### src/rtl/ap_ctrl_pkg.sv
// rtl/ap_ctrl_pkg.sv - opcodes, FSM states and pass tables for the AP sequencer
package ap_ctrl_pkg;

    localparam logic [1:0] OP_ADD  = 2'b00;
    localparam logic [1:0] OP_COPY = 2'b01;

    typedef enum logic [2:0] {
        IDLE,
        PASS_CMP,
        PASS_W1,
        PASS_W2,
        FIN
    } state_t;

    // ADD additionally runs one init pass before bit 0
    localparam int ADD_PASSES  = 4;
    localparam int COPY_PASSES = 2;

    localparam logic [1:0] ADD_LAST  = 2'(ADD_PASSES - 1);
    localparam logic [1:0] COPY_LAST = 2'(COPY_PASSES - 1);

    // ADD compare key as {C,B_i,A_i}; order matters so rewritten rows never re-match
    function automatic logic [2:0] add_key(input logic [1:0] p);
        case (p)
            2'd0:    return 3'b011;
            2'd1:    return 3'b001;
            2'd2:    return 3'b100;
            default: return 3'b110;
        endcase
    endfunction

    // ADD write value as {C,B_i}
    function automatic logic [1:0] add_wr(input logic [1:0] p);
        case (p)
            2'd0:    return 2'b10;
            2'd1:    return 2'b01;
            2'd2:    return 2'b01;
            default: return 2'b10;
        endcase
    endfunction

    // COPY compare key as {A_i,B_i}
    function automatic logic [1:0] copy_key(input logic p);
        return p ? 2'b01 : 2'b10;
    endfunction

    function automatic logic copy_wr(input logic p);
        return ~p;
    endfunction

    function automatic int clogb2(input int n);
        int r;
        int v;
        r = 0;
        v = n - 1;
        while (v > 0) begin
            r++;
            v = v >> 1;
        end
        return (r == 0) ? 1 : r;
    endfunction

endpackage

### src/rtl/ap_seq_ctrl_if.sv
// rtl/ap_seq_ctrl_if.sv - CAM control bus between the sequencer and the CAM array
interface ap_seq_ctrl_if
    import ap_ctrl_pkg::*;
#(
    parameter int WORD_SIZE  = 8,
    parameter int CELL_QUANT = 512,
    parameter int AW         = clogb2(CELL_QUANT)
);

    logic [CELL_QUANT-1:0] cam_tags;
    logic                  cam_mode;
    logic [AW-1:0]         cam_addr;
    logic                  cam_wea;
    logic [WORD_SIZE-1:0]  cam_key;
    logic [WORD_SIZE-1:0]  cam_mask;
    logic [WORD_SIZE-1:0]  cam_dina;
    logic [CELL_QUANT-1:0] cam_wea_ap;
    logic                  cam_col_in;

    modport master (
        input  cam_tags,
        output cam_mode, cam_addr, cam_wea, cam_key, cam_mask,
               cam_dina, cam_wea_ap, cam_col_in
    );

    modport slave (
        output cam_tags,
        input  cam_mode, cam_addr, cam_wea, cam_key, cam_mask,
               cam_dina, cam_wea_ap, cam_col_in
    );

endinterface

### src/rtl/ap_pass_rom.sv
// rtl/ap_pass_rom.sv - maps (op, pass, bit, init) to compare key/mask and write value/mask
module ap_pass_rom
    import ap_ctrl_pkg::*;
#(
    parameter int WORD_SIZE = 8,
    parameter int OP_W      = 3,
    parameter int BW        = 2
) (
    input  logic [1:0]           op,
    input  logic [1:0]           pass_idx,
    input  logic [BW-1:0]        bit_idx,
    input  logic                 init,
    output logic [WORD_SIZE-1:0] key,
    output logic [WORD_SIZE-1:0] cmp_mask,
    output logic [WORD_SIZE-1:0] wr_val,
    output logic [WORD_SIZE-1:0] wr_mask
);

    localparam logic [WORD_SIZE-1:0] ONE = WORD_SIZE'(1);

    logic [WORD_SIZE-1:0] a_oh;
    logic [WORD_SIZE-1:0] b_oh;
    logic [WORD_SIZE-1:0] c_oh;
    logic [2:0]           ak;
    logic [1:0]           aw;
    logic [1:0]           ck;
    logic                 cw;

    assign a_oh = ONE << bit_idx;
    assign b_oh = ONE << (OP_W + int'(bit_idx));
    assign c_oh = ONE << (2 * OP_W);

    assign ak = add_key(pass_idx);
    assign aw = add_wr(pass_idx);
    assign ck = copy_key(pass_idx[0]);
    assign cw = copy_wr(pass_idx[0]);

    always_comb begin
        key      = '0;
        cmp_mask = '0;
        wr_val   = '0;
        wr_mask  = '0;
        if (init) begin
            // empty compare mask matches every row; clears the carry
            wr_mask = c_oh;
        end else if (op == OP_ADD) begin
            key      = (ak[2] ? c_oh : '0) | (ak[1] ? b_oh : '0) | (ak[0] ? a_oh : '0);
            cmp_mask = a_oh | b_oh | c_oh;
            wr_val   = (aw[1] ? c_oh : '0) | (aw[0] ? b_oh : '0);
            wr_mask  = b_oh | c_oh;
        end else if (op == OP_COPY) begin
            key      = (ck[1] ? a_oh : '0) | (ck[0] ? b_oh : '0);
            cmp_mask = a_oh | b_oh;
            wr_val   = cw ? b_oh : '0;
            wr_mask  = b_oh;
        end
    end

endmodule

### src/rtl/ap_seq_ctrl.sv
// rtl/ap_seq_ctrl.sv - bit-serial ADD/COPY sequencer for the AP CAM with idle host access
module ap_seq_ctrl
    import ap_ctrl_pkg::*;
#(
    parameter int WORD_SIZE  = 8,
    parameter int CELL_QUANT = 512,
    parameter int OP_W       = 3,
    parameter int AW         = clogb2(CELL_QUANT)
) (
    input  logic                 CLK100MHZ,
    input  logic                 rst,
    input  logic                 start,
    input  logic [1:0]           op,
    output logic                 busy,
    output logic                 done,
    output logic                 err,
    input  logic                 h_we,
    input  logic [AW-1:0]        h_addr,
    input  logic [WORD_SIZE-1:0] h_din,
    output logic                 h_ready,
    ap_seq_ctrl_if.master        cam
);

    localparam int BW = (OP_W > 1) ? $clog2(OP_W) : 1;

    state_t                state_q, state_d;
    logic [1:0]            op_q, op_d;
    logic [1:0]            pass_q, pass_d;
    logic [BW-1:0]         bit_q, bit_d;
    logic                  init_q, init_d;
    logic [CELL_QUANT-1:0] tag_q;
    logic [AW-1:0]         addr_q;

    logic [WORD_SIZE-1:0]  rom_key;
    logic [WORD_SIZE-1:0]  rom_cmp_mask;
    logic [WORD_SIZE-1:0]  rom_wr_val;
    logic [WORD_SIZE-1:0]  rom_wr_mask;
    logic                  last_pass;
    logic                  last_bit;

    ap_pass_rom #(
        .WORD_SIZE (WORD_SIZE),
        .OP_W      (OP_W),
        .BW        (BW)
    ) u_rom (
        .op       (op_q),
        .pass_idx (pass_q),
        .bit_idx  (bit_q),
        .init     (init_q),
        .key      (rom_key),
        .cmp_mask (rom_cmp_mask),
        .wr_val   (rom_wr_val),
        .wr_mask  (rom_wr_mask)
    );

    assign last_pass = (op_q == OP_ADD) ? (pass_q == ADD_LAST) : (pass_q == COPY_LAST);
    assign last_bit  = (bit_q == BW'(OP_W - 1));

    assign busy           = (state_q != IDLE);
    assign h_ready        = ~busy;
    assign cam.cam_col_in = 1'b0;

    always_ff @(posedge CLK100MHZ or posedge rst) begin
        if (rst) begin
            state_q <= IDLE;
            op_q    <= '0;
            pass_q  <= '0;
            bit_q   <= '0;
            init_q  <= 1'b0;
            tag_q   <= '0;
            addr_q  <= '0;
        end else begin
            state_q <= state_d;
            op_q    <= op_d;
            pass_q  <= pass_d;
            bit_q   <= bit_d;
            init_q  <= init_d;
            if (state_q == PASS_CMP) tag_q <= cam.cam_tags;
            if (state_q == IDLE) addr_q <= h_addr;
        end
    end

    always_comb begin
        state_d        = state_q;
        op_d           = op_q;
        pass_d         = pass_q;
        bit_d          = bit_q;
        init_d         = init_q;
        done           = 1'b0;
        err            = 1'b0;
        cam.cam_mode   = 1'b0;
        cam.cam_addr   = addr_q;
        cam.cam_wea    = 1'b0;
        cam.cam_key    = '0;
        cam.cam_mask   = '0;
        cam.cam_dina   = '0;
        cam.cam_wea_ap = '0;

        case (state_q)
            IDLE: begin
                cam.cam_addr = h_addr;
                cam.cam_dina = h_din;
                cam.cam_wea  = h_we & ~start;
                cam.cam_mask = '1;
                if (start) begin
                    op_d    = op;
                    pass_d  = '0;
                    bit_d   = '0;
                    init_d  = (op == OP_ADD);
                    state_d = op[1] ? FIN : PASS_CMP;
                end
            end
            PASS_CMP: begin
                cam.cam_key  = rom_key;
                cam.cam_mask = rom_cmp_mask;
                state_d      = PASS_W1;
            end
            PASS_W1: begin
                cam.cam_mode   = 1'b1;
                cam.cam_wea_ap = tag_q;
                cam.cam_dina   = rom_wr_val;
                cam.cam_mask   = rom_wr_mask;
                state_d        = PASS_W2;
            end
            PASS_W2: begin
                cam.cam_mode = 1'b1;
                cam.cam_dina = rom_wr_val;
                cam.cam_mask = rom_wr_mask;
                state_d      = PASS_CMP;
                if (init_q) begin
                    init_d = 1'b0;
                end else if (!last_pass) begin
                    pass_d = pass_q + 2'd1;
                end else begin
                    pass_d = '0;
                    if (last_bit) state_d = FIN;
                    else          bit_d   = bit_q + BW'(1);
                end
            end
            FIN: begin
                done    = 1'b1;
                err     = op_q[1];
                state_d = IDLE;
            end
            default: state_d = IDLE;
        endcase

        // while reset is held the CAM bus reads as zero even though IDLE forwards the host port
        if (rst) begin
            done           = 1'b0;
            err            = 1'b0;
            cam.cam_mode   = 1'b0;
            cam.cam_addr   = '0;
            cam.cam_wea    = 1'b0;
            cam.cam_key    = '0;
            cam.cam_mask   = '0;
            cam.cam_dina   = '0;
            cam.cam_wea_ap = '0;
        end
    end

endmodule
### src/flat_wrapper.sv
// flat-port wrapper written by rule: the top's interface ports become plain ports
module ap_seq_ctrl_flat import ap_ctrl_pkg::*;
#(
    parameter int WORD_SIZE  = 8,
    parameter int CELL_QUANT = 512,
    parameter int OP_W       = 3,
    parameter int AW         = clogb2(CELL_QUANT)
)
  (CLK100MHZ, rst, start, op, busy, done, err, h_we, h_addr, h_din, h_ready, cam_cam_tags, cam_cam_mode, cam_cam_addr, cam_cam_wea, cam_cam_key, cam_cam_mask, cam_cam_dina, cam_cam_wea_ap, cam_cam_col_in);
  ap_seq_ctrl_if #(.WORD_SIZE(WORD_SIZE), .CELL_QUANT(CELL_QUANT), .AW(AW)) cam_i ();
  input  logic CLK100MHZ;
  input  logic rst;
  input  logic start;
  input  logic [1:0] op;
  output logic busy;
  output logic done;
  output logic err;
  input  logic h_we;
  input  logic [AW-1:0] h_addr;
  input  logic [WORD_SIZE-1:0] h_din;
  output logic h_ready;
  input wire logic [$bits(cam_i.cam_tags)-1:0] cam_cam_tags;
  output wire logic [$bits(cam_i.cam_mode)-1:0] cam_cam_mode;
  output wire logic [$bits(cam_i.cam_addr)-1:0] cam_cam_addr;
  output wire logic [$bits(cam_i.cam_wea)-1:0] cam_cam_wea;
  output wire logic [$bits(cam_i.cam_key)-1:0] cam_cam_key;
  output wire logic [$bits(cam_i.cam_mask)-1:0] cam_cam_mask;
  output wire logic [$bits(cam_i.cam_dina)-1:0] cam_cam_dina;
  output wire logic [$bits(cam_i.cam_wea_ap)-1:0] cam_cam_wea_ap;
  output wire logic [$bits(cam_i.cam_col_in)-1:0] cam_cam_col_in;
  assign cam_i.cam_tags = cam_cam_tags;
  assign cam_cam_mode = cam_i.cam_mode;
  assign cam_cam_addr = cam_i.cam_addr;
  assign cam_cam_wea = cam_i.cam_wea;
  assign cam_cam_key = cam_i.cam_key;
  assign cam_cam_mask = cam_i.cam_mask;
  assign cam_cam_dina = cam_i.cam_dina;
  assign cam_cam_wea_ap = cam_i.cam_wea_ap;
  assign cam_cam_col_in = cam_i.cam_col_in;
  ap_seq_ctrl #(.WORD_SIZE(WORD_SIZE), .CELL_QUANT(CELL_QUANT), .OP_W(OP_W), .AW(AW)) u_core (.CLK100MHZ(CLK100MHZ), .rst(rst), .start(start), .op(op), .busy(busy), .done(done), .err(err), .h_we(h_we), .h_addr(h_addr), .h_din(h_din), .h_ready(h_ready), .cam(cam_i));
endmodule
### config.mk
export PLATFORM = sky130hd
export DESIGN_NAME = ap_seq_ctrl_flat
export DESIGN_NICKNAME = d
export VERILOG_FILES = /design/src/rtl/ap_ctrl_pkg.sv /design/src/rtl/ap_seq_ctrl_if.sv /design/src/rtl/ap_pass_rom.sv /design/src/rtl/ap_seq_ctrl.sv /design/src/flat_wrapper.sv
export SDC_FILE = /design/constraint.sdc
export NUM_CORES = 2
export LEC_CHECK = 0
export ABC_AREA = 0
export BUFFER_PORTS_ARGS = -buffer_cell sky130_fd_sc_hd__buf_4
export CAP_MARGIN = 10
export CORE_AREA = 2 2 423 425
export CTS_CLUSTER_SIZE = 40
export DETAILED_ROUTE_END_ITERATION = 6
export DIE_AREA = 0 0 425 427
export SLEW_MARGIN = 25
export SYNTH_ARGS = -nofsm -noshare
export SYNTH_HDL_FRONTEND = slang
export SYNTH_SLANG_ARGS = --single-unit
### constraint.sdc
create_clock -name CLK100MHZ -period 31.5 [get_ports CLK100MHZ]
set_input_delay 0 -clock CLK100MHZ [delete_from_list [all_inputs] [get_ports CLK100MHZ]]
set_output_delay 0 -clock CLK100MHZ [all_outputs]
set_load 0.01 [all_outputs]
==> results.toml <==
[synth]
synth_cell_types = 47
syn_area_mm2 = 0.0242
ys_ff_latch = 531
synthTopCellsByArea = "dfrtp_1, nand2_1, and2_1"
seq_area_frac_synth = 0.548
async_flop_share = 1.00
synth_edf_count = 0
synth.avg_cell_area_um2 = 8.24
ys.flop_type = "dfrtp_1"
synth_common_cells = "nand2_1, dfrtp_1, and2_1"
yosysTopAreaCell = "dfrtp_1"
yosys.area.top_type_share = 0.548
syn_nets = 3487
synthCells = 2940
yosysMostFrequentCell = "nand2_1"
ys_warn_count = 0

[worst_setup_path]
path_max_fanout = 92
crit_path_start_kind = "register"
reg2reg_depth = 8
crit_start = "u_core.state_q[1]$_DFFE_PP0P_"
crit_arrival_ns = 6.63
cp_data_required_time_ns = 32.11
critPathCaptureType = "register"
worstSetupPathType = "register to register"
regToRegStartpoint = "u_core.state_q[1]$_DFFE_PP0P_"

[placement]
place_congestion = 0.939
hpwl_mm = 103
port_buffers = 1085

[route]
drc = 0
avgRoutedWirePerCell_um = 19.4
drt.antenna.violating_nets = 0
drt_wl_total_mm = 138
viasPerCell = 3.75
vias = 26500
drt_pass1_iterations = 5
drt_iter0_markers = 1805

[min_path]
min-delay-start = "cam_cam_tags[322]"
hold_path_depth = 4
hold_class = "input pin to register"

[pwr]
p_comb_frac = 0.398
p_seq_frac = 0.358
leakagePower_nw = 22.6
p_switching_mw = 1.44
power.density_mw_per_mm2 = 79.3
p_int_mw = 2.06
p_clk_frac = 0.244
peakVddDrop_mv = 0.0402
p_sw_frac = 0.412

[floorplan]
design.core.area_mm2 = 0.177
rows = 155
die_w_um = 425
ios = 1087
start_util = 0.137
die_h_um = 427
die_area_mm2 = 0.181

[timing]
grt_setup_unrepaired = "false"
finalHoldViolations = 0
setup_viol = 0
drv_slew = 0
max_freq_mhz = 166
fin_setup_tns_ns = 0
skew_ns = 0.0230
fin_crit_ns = 6.02
worstMarginPinSlew_ns = 1.05
slew_headroom = 0.301
min_period_over_period = 0.191

[global_routing]
grt_first_pass_wirelength_mm = 190
antenna_found_initial = 45
overflow = 0
first_global_vias = 27100
grt_max_degree = 279
grt_use_total = 0.144

[outcome]
status = "complete, no violations"

[clocking]
clockRootBuffer = "clkbuf_16"
clk_pin_slew_ns = 0.06
cts_buffers = 70
cts_setup_buffers = 0
cts_tree = "built"
clockBufferDepth = 3
htree_levels = 3
clk_latency_ns = 0.68
clock-sinks = 531

[finish]
areaGrowthSynthToFinish_pct = 82.5
post-route-util = 0.249
drive_gt1_frac = 0.264
nNetsFinal = 5187
fill_cells = 19100

[run]
cap_violations = 0
==> worst max-delay path, cell delays in order (launching register included) <==
cell	delay, ns
dfrtp_1	0.74
or3b_4	0.58
buf_4	0.84
buf_4	0.77
buf_4	0.85
buf_4	0.83
buf_4	0.80
nand2_1	0.14
nand2_1	0.10
==> layout make-up <==
type,instances,area (µm²),area share
timing repair buffer,1812,15400,0.348
sequential,531,13300,0.301
multi-input combinational,2217,10000,0.227
tap,2355,2950,0.0666
clock buffer,99,1980,0.0448
clock inverter,26,440,0.00996
antenna,32,80.1,0.00181
inverter,8,37.5,0.000849
==> power by group through the flow <==
stage,logic [mW],registers (mW),clock network (mW)
after floorplan,0.831,1.14,0
after global placement,1.29,1.25,0
after detailed placement,1.31,1.25,0
after CTS,1.40,1.25,0.887
after global routing,1.56,1.29,0.913
final,1.40,1.25,0.856
==> sequential cells by signal, indices dropped and copies added, names as in the netlist <==
| name | cells |
|---|---|
| u_core.state_q | 3 |
| u_core.init_q | 1 |
| u_core.addr_q | 9 |
| u_core.op_q | 2 |
| u_core.bit_q | 2 |
| u_core.pass_q | 2 |
| u_core.tag_q | 512 |
==> layer usage <==
layer	up-vias	routed length (µm)	global-route usage	part of all wire
li1	12300	-	-	-
met1	12900	54100	0.170	0.39
met2	1069	65500	0.232	0.48
met3	227	12600	0.0542	0.092
met4	14	5220	0.0608	0.038
met5	-	77	0	0.00056
==> final timing paths <==
kind / endpoint / slack [ns]
setup reg to reg: u_core.tag_q[481]$_DFFE_PP0P_ / 25.48
max in group asynchronous: u_core.tag_q[487]$_DFFE_PP0P_ / 28.54
hold reg to reg: u_core.tag_q[101]$_DFFE_PP0P_ / 0.46
hold / removal: u_core.tag_q[322]$_DFFE_PP0P_ / 0.07
setup / recovery: u_core.tag_q[481]$_DFFE_PP0P_ / 25.48
min in group asynchronous: u_core.tag_q[146]$_DFFE_PP0P_ / 0.13
==> per-stage QoR <==
stage / setup slack, ns / cells / hold WS [ns] / area [µm²] / power [mW]
2_1_floorplan: 10.24 / 2940 / 0.0504 / 24200 / 1.98
3_3_place_gp: 25.65 / 6222 / 0.189 / 34700 / 2.54
3_5_place_dp: 25.53 / 6222 / 0.193 / 34700 / 2.56
4_1_cts: 25.51 / 7047 / 0.000217 / 44100 / 3.53
5_1_grt: 25.08 / 7065 / 0.0193 / 44200 / 3.76
6_report: 25.48 / 7080 / 0.0749 / 44200 / 3.51
==> cells in the final DEF, fill, tap and decap left out, types with 4 or more instances in the layout <==
cell type,Yosys,routed
nor2_1,22,22
a21oi_1,14,14
and2_1,528,527
diode_2,0,32
buf_4,2,1109
inv_6,0,4
bufinv_16,0,7
a32oi_1,4,4
clkbuf_1,35,17
inv_1,8,7
dlygate4sd3_1,0,700
dfrtp_1,531,531
clkbuf_8,0,12
o21ai_0,4,4
ha_1,12,12
clkinv_2,0,4
nand2b_1,6,6
nand2_1,1573,1573
nor3_1,4,4
clkbuf_16,0,70
==> repair_timing <==
action | CTS | global route
hold buffers | 700 | 0
hold endpoints to repair | 599 | 0
gates resized for setup | 0 | 0
==> logic make-up after synthesis <==
kind of cell / count (synthesis) / synth area share
XOR/XNOR: 1 / 0.000362
other: 1 / 0.000155
AO/OA/AOI/OAI: 44 / 0.0133
adder cells (fa/ha/maj): 12 / 0.00620
flip-flops: 531 / 0.548
multiplexers: 3 / 0.00139
AND/OR/NAND/NOR: 2156 / 0.393
buffers and inverters: 192 / 0.0375
Note: power is estimated with default switching activity, not from simulation.
